$ cat config.mk
export PLATFORM = sky130hd
export DESIGN_NAME = q_sys_output_pio_pulse
export DESIGN_NICKNAME = d
export VERILOG_FILES = /design/src/rtl/q_sys_pio_pkg.sv /design/src/rtl/q_sys_pio_pulse_timer.sv /design/src/rtl/q_sys_output_pio_pulse.sv
export SDC_FILE = /design/constraint.sdc
export NUM_CORES = 1
export LEC_CHECK = 0
export ABC_AREA = 1
export BUFFER_PORTS_ARGS = -buffer_cell sky130_fd_sc_hd__buf_4
export CAP_MARGIN = 30
export CORE_AREA = 2 2 93 95
export CTS_CLUSTER_DIAMETER = 40
export CTS_CLUSTER_SIZE = 16
export DETAILED_ROUTE_END_ITERATION = 8
export DIE_AREA = 0 0 95 97
export HOLD_SLACK_MARGIN = 0.08
export PLACE_DENSITY = 0.84
export SYNTH_ARGS = -nofsm -noshare
export SYNTH_HDL_FRONTEND = slang
export SYNTH_SLANG_ARGS = --single-unit
$ cat constraint.sdc
create_clock -name clk -period 3 [get_ports clk]
set_input_delay 0.9 -clock clk [delete_from_list [all_inputs] [get_ports clk]]
set_output_delay 0.9 -clock clk [all_outputs]
set_load 0.05 [all_outputs]
$ cat src/rtl/q_sys_pio_pkg.sv
// Shared definitions for the q_sys output PIO with auto-clearing pulse mode:
// register map, timer states and STATUS bit layout.
package q_sys_pio_pkg;

  localparam logic [2:0] ADDR_DATA      = 3'd0;
  localparam logic [2:0] ADDR_TOGGLE    = 3'd1;
  localparam logic [2:0] ADDR_PULSE_LEN = 3'd2;
  localparam logic [2:0] ADDR_PULSE     = 3'd3;
  localparam logic [2:0] ADDR_SET       = 3'd4;
  localparam logic [2:0] ADDR_CLEAR     = 3'd5;
  localparam logic [2:0] ADDR_STATUS    = 3'd6;
  localparam logic [2:0] ADDR_COUNT     = 3'd7;

  localparam int STATUS_BUSY_BIT = 0;

  typedef enum logic {
    IDLE   = 1'b0,
    ACTIVE = 1'b1
  } timer_state_e;

endpackage

$ cat src/rtl/q_sys_pio_pulse_timer.sv
// Shared down-counter for pulse mode: holds every pulsed bit for max(len,1)
// cycles and raises expire for the single cycle whose edge ends the pulse.
module q_sys_pio_pulse_timer
  import q_sys_pio_pkg::*;
#(
  parameter int unsigned CNT_WIDTH = 16
) (
  input  logic                 clk,
  input  logic                 reset_n,
  input  logic                 load,
  input  logic [CNT_WIDTH-1:0] len,
  input  logic                 stop,
  output logic                 expire,
  output logic                 busy,
  output logic [CNT_WIDTH-1:0] count
);

  timer_state_e         state_q;
  logic [CNT_WIDTH-1:0] count_q;
  logic                 busy_q;
  logic [CNT_WIDTH-1:0] reload;

  // A zero length behaves as one cycle.
  assign reload = (len == '0) ? '0 : len - CNT_WIDTH'(1);

  // Retrigger beats expiry, and an empty mask means nothing is left to clear.
  assign expire = (state_q == ACTIVE) && (count_q == '0) && !load && !stop;
  assign busy   = busy_q;
  assign count  = count_q;

  always_ff @(posedge clk or negedge reset_n) begin
    if (!reset_n) begin
      state_q <= IDLE;
      count_q <= '0;
      busy_q  <= 1'b0;
    end else begin
      case (state_q)
        IDLE: begin
          if (load) begin
            state_q <= ACTIVE;
            count_q <= reload;
            busy_q  <= 1'b1;
          end
        end
        ACTIVE: begin
          if (load) begin
            count_q <= reload;
          end else if (stop || count_q == '0) begin
            state_q <= IDLE;
            count_q <= '0;
            busy_q  <= 1'b0;
          end else begin
            count_q <= count_q - CNT_WIDTH'(1);
          end
        end
        default: begin
          state_q <= IDLE;
          count_q <= '0;
          busy_q  <= 1'b0;
        end
      endcase
    end
  end

endmodule

$ cat src/rtl/q_sys_output_pio_pulse.sv
// Avalon-MM output PIO with set/clear/toggle access and a timed auto-clearing
// pulse mode for driving front-end control strobes.
module q_sys_output_pio_pulse
  import q_sys_pio_pkg::*;
#(
  parameter int unsigned DATA_WIDTH        = 8,
  parameter logic [31:0] RESET_VALUE       = 32'h0,
  parameter int unsigned PULSE_CNT_WIDTH   = 16,
  parameter logic [31:0] DEFAULT_PULSE_LEN = 32'd1
) (
  input  logic                  clk,
  input  logic                  reset_n,
  input  logic [2:0]            address,
  input  logic                  chipselect,
  input  logic                  write_n,
  input  logic [31:0]           writedata,
  output logic [31:0]           readdata,
  output logic [DATA_WIDTH-1:0] out_port,
  output logic                  pulse_busy
);

  localparam logic [DATA_WIDTH-1:0]      RST_DATA = RESET_VALUE[DATA_WIDTH-1:0];
  localparam logic [PULSE_CNT_WIDTH-1:0] RST_LEN  = DEFAULT_PULSE_LEN[PULSE_CNT_WIDTH-1:0];

  logic [DATA_WIDTH-1:0]      data_q, data_wr, data_d;
  logic [DATA_WIDTH-1:0]      active_q, active_wr, active_d;
  logic [PULSE_CNT_WIDTH-1:0] len_q, len_d;
  logic [PULSE_CNT_WIDTH-1:0] timer_count;
  logic [DATA_WIDTH-1:0]      wd;
  logic                       wr, pulse_wr;
  logic                       timer_load, timer_stop, timer_expire, timer_busy;
  logic                       unused_wd;

  assign wr        = chipselect & ~write_n;
  assign wd        = writedata[DATA_WIDTH-1:0];
  assign unused_wd = ^writedata;

  // Register writes; direct writes take ownership of the bits they touch.
  always_comb begin
    data_wr   = data_q;
    active_wr = active_q;
    len_d     = len_q;
    pulse_wr  = 1'b0;
    if (wr) begin
      case (address)
        ADDR_DATA: begin
          data_wr   = wd;
          active_wr = '0;
        end
        ADDR_TOGGLE: begin
          data_wr   = data_q ^ wd;
          active_wr = active_q & ~wd;
        end
        ADDR_PULSE_LEN: len_d = writedata[PULSE_CNT_WIDTH-1:0];
        ADDR_PULSE: begin
          data_wr   = data_q | wd;
          active_wr = active_q | wd;
          pulse_wr  = 1'b1;
        end
        ADDR_SET: begin
          data_wr   = data_q | wd;
          active_wr = active_q & ~wd;
        end
        ADDR_CLEAR: begin
          data_wr   = data_q & ~wd;
          active_wr = active_q & ~wd;
        end
        default: ;
      endcase
    end
  end

  // Expiry only clears bits still owned by the pulse after this cycle's write.
  always_comb begin
    data_d   = data_wr;
    active_d = active_wr;
    if (timer_expire) begin
      data_d   = data_wr & ~active_wr;
      active_d = '0;
    end
  end

  // A zero-mask PULSE only counts as a retrigger once a pulse is running.
  assign timer_load = pulse_wr & ((|wd) | timer_busy);
  assign timer_stop = ~|active_wr;

  q_sys_pio_pulse_timer #(
    .CNT_WIDTH (PULSE_CNT_WIDTH)
  ) u_timer (
    .clk     (clk),
    .reset_n (reset_n),
    .load    (timer_load),
    .len     (len_q),
    .stop    (timer_stop),
    .expire  (timer_expire),
    .busy    (timer_busy),
    .count   (timer_count)
  );

  always_ff @(posedge clk or negedge reset_n) begin
    if (!reset_n) begin
      data_q   <= RST_DATA;
      active_q <= '0;
      len_q    <= RST_LEN;
    end else begin
      data_q   <= data_d;
      active_q <= active_d;
      len_q    <= len_d;
    end
  end

  always_comb begin
    readdata = '0;
    case (address)
      ADDR_PULSE_LEN: readdata[PULSE_CNT_WIDTH-1:0] = len_q;
      ADDR_PULSE:     readdata[DATA_WIDTH-1:0]      = active_q;
      ADDR_STATUS:    readdata[STATUS_BUSY_BIT]     = timer_busy;
      ADDR_COUNT:     readdata[PULSE_CNT_WIDTH-1:0] = timer_count;
      default:        readdata[DATA_WIDTH-1:0]      = data_q;
    endcase
  end

  assign out_port   = data_q;
  assign pulse_busy = timer_busy;

endmodule

==> qor.txt <==
====================================================================================
Outcome                                                                 complete, no violations
Layout Area Growth over Synthesis                                              15.4%
Number of warnings printed during yosys synthesis                                  0
First-pass GRT wire length                                                  18700 um
TritonCTS clock tree                                                             yes
Initial core utilization                                                       49.5%
Synth area leaders                                                      dfrtp_1 30%, nand2_1 12%, inv_1 8.7%
Number of fill cells in the layout                                               755
Multi-input logic area                                                   0.00229 mm2
IR Drop Worst-Case VDD                                                        366 uV
Avg Cell Area, Syn                                                          6.70 um2
Placement row count                                                               33
WL/cell                                                                      14.9 um
Final weighted congestion in routability-driven placement                      0.936
Antenna diode count                                                                0
Clk_lat worst skew                                                            310 ps
DP Wirelength                                                                8710 um
Total DRC errors in the routed layout                                              0
Number of buffers inserted by port buffering                                      47
Hold Path Cell Cnt                                                                 2
Via count of the first global-routing pass                                      4007
Dominant synthesized flop cell                                               dfrtp_1
Final standard cell area without fillers                                 0.00464 mm2
Largest net degree at the start of global routing                                 51
Clock transition at the registers of the reported paths                        90 ps
CTS max path bufs                                                                  2
Routed wl met2                                                               5600 um
Proportion of synthesized flip-flops having asynchronous set or reset           100%
Part of the Yosys area used for sequential elements                            31.1%
Placed standard-cell area                                                0.00450 mm2
Total Power Consumption                                                    0.00322 W
Post-Route Skew                                                              9.43 ps
Critical path startpoint category                                          input pin
Min-delay worst type                                                      reg -> reg
Unrepaired setup endpoints after global routing                                  yes
Worst Tran Pin Value                                                          886 ps
Post-route antenna net violation count                                             0
Post-Syn Area                                                            0.00402 mm2
Router iterations before antenna repair                                            5
Slew headroom                                                                  40.7%
Commonest non-fill, non-tap cells in the layout                         129 x nand2_1, 92 x inv_1, 89 x nor2_1
Total power per unit cell area                                            694 mW/mm2
Time the worst path needs with I/O delays and setup                          2970 ps
Number of DRC markers in iteration 0                                             383
Vias after detailed routing                                                     4165
Fraction of synthesized cell area taken by the top area cell type              30.5%
Largest driver fanout on the critical path                                         7
Synth cell types                                                                  35
Leading cell type in the layout, fill and taps excluded                      nand2_1
Fmax                                                                       0.337 GHz
Min Hold Slack                                                                506 ps
Nature of the critical path endpoint                                      output pin
Number of setup violations in the final report                                     0
Standby leakage power                                                        2.43 nW
Top routing layer used                                                          met4
Number of instances in the synthesized netlist                                   601
Hold Vio Cnt, Final                                                                0
Cts-stage hold buffer count                                                        0
Share of the cycle needed by the critical path after routing                   99.0%
Die Ht                                                                         97 um
Number of slew-limit violations in the final report                                0
Post-synthesis cell type with the largest combined area                      dfrtp_1
Cells after DPL                                                                  756
Horizontal die dimension                                                       95 um
Critical path start-end classification                                     in -> out
Buffer cell driving the clock tree root                                     clkbuf_8
TritonCTS sink count                                                              50
Post-layout instance count excluding filler cells                                763
Reg2Reg Depth                                                                      8
Deepest level of the CTS H-tree                                                    2
Layout cell share with drive strength beyond 1                                 14.0%
Number of buffers created by CTS                                                   5
Number of vias per cell after detailed routing                                  5.46
Req. time, crit path                                                         2100 ps
Routed wire length                                                          11400 um
Number of storage elements in the synthesis netlist                               50
Register area                                                            0.00125 mm2
Core Region                                                              0.00813 mm2
Number of enable-type register cells in the synthesized netlist                    0
Count of pins on the block boundary                                               80
Post-route met1 wirelength                                                   4740 um
Die footprint                                                            0.00922 mm2
Max-capacitance violation count                                                    0
R2R setup slack                                                               650 ps
Final Net Count                                                                  716
Global routing usage summed across all routing layers                          25.3%
Met3 WL                                                                       757 um
Antenna violations before repair                                                   0
Remaining global-route overflow                                                    0
Worst path arrival time                                                      2070 ps
====================================================================================
-- sequential cells by signal, indices dropped and copies added (netlist names) --
register and flops:
u_timer.count 16, u_timer.busy 1, active_q 8, out_port 8, len_q 16, u_timer.state_q 1
-- final timing paths --
path,start,endpoint
min in group asynchronous,reset_n,u_timer.count[13]
worst min register to register,len_q[1],len_q[1]
worst min-delay path,len_q[1],len_q[1]
worst max register to register,u_timer.busy,u_timer.count[1]
worst max-delay path,address[0],readdata[10]
max in group asynchronous,reset_n,out_port[5]
-- metal layers --
layer / up-vias / global-route usage, %
li1: 2012 / -
met1: 1932 / 33.7
met2: 191 / 42.0
met3: 30 / 2.73
met4: 0 / 9.14
met5: - / 0
-- power by group --
group	internal (W)	switching, W	total [W]
combinational	0.000532	0.00113	0.00166
sequential	0.000876	0.000183	0.00106
clock	0.000267	0.000233	0.000501
total	0.00168	0.00155	0.00322
-- metrics by stage --
step | utilization, % | worst slack, ps | TNS (ps)
after detailed placement | 55.3 | -40.2 | -80.6
after CTS | 56.7 | 5.84 | 0
final | 57.1 | 29.9 | 0
after global placement | 55.3 | -28.2 | -28.2
after global routing | 57.1 | -25.9 | -71.3
after floorplan | - | -322 | -2580
-- cell usage after synthesis, types with 2 or more instances --
library cell	count
o21ai_1	3
nand3_1	32
o22ai_1	24
xor2_1	18
nand2_1	129
clkinv_1	2
dfrtp_1	49
o21ai_0	35
clkbuf_1	5
a21oi_1	23
nand2_2	3
o211a_1	6
buf_6	4
inv_1	93
nand2_4	2
buf_2	3
ha_1	19
nand4_1	12
buf_4	17
nor2_1	91
inv_2	2
nor3_1	6
and3_1	5
a31oi_1	2
a221oi_1	3
nor4_1	4
-- final cells by class --
class | instances | area share [%]
timing repair buffer | 64 | 10.5
tap | 105 | 2.83
multi-input combinational | 439 | 49.3
sequential | 50 | 27.0
inverter | 98 | 7.98
clock inverter | 1 | 0.647
clock buffer | 6 | 1.78
-- what timing repair did --
action / in CTS / in global routing
hold endpoints to repair: 0 / 0
setup buffers: 0 / 0
endpoints found under the setup margin: 2 / 13
resized for setup: 1 / 7
-- critical path, stage by stage --
cell and delay [ps]:
buf_4 120, inv_1 150, nand2_1 110, nor2_2 120, inv_2 90, buf_4 170
o22ai_1 160, buf_4 240
-- cell families after synthesis --
kind of cell | after synthesis | synth area share (%)
other | 1 | 0.0932
xor gates and xnor gates | 19 | 4.14
adders and majority gates | 19 | 5.91
AOI/OAI and AO/OA | 97 | 14.0
buffers and inverters | 127 | 14.3
DFF | 50 | 31.1
and+or+nand+nor | 288 | 30.4
(Power assumes the default switching activity.)
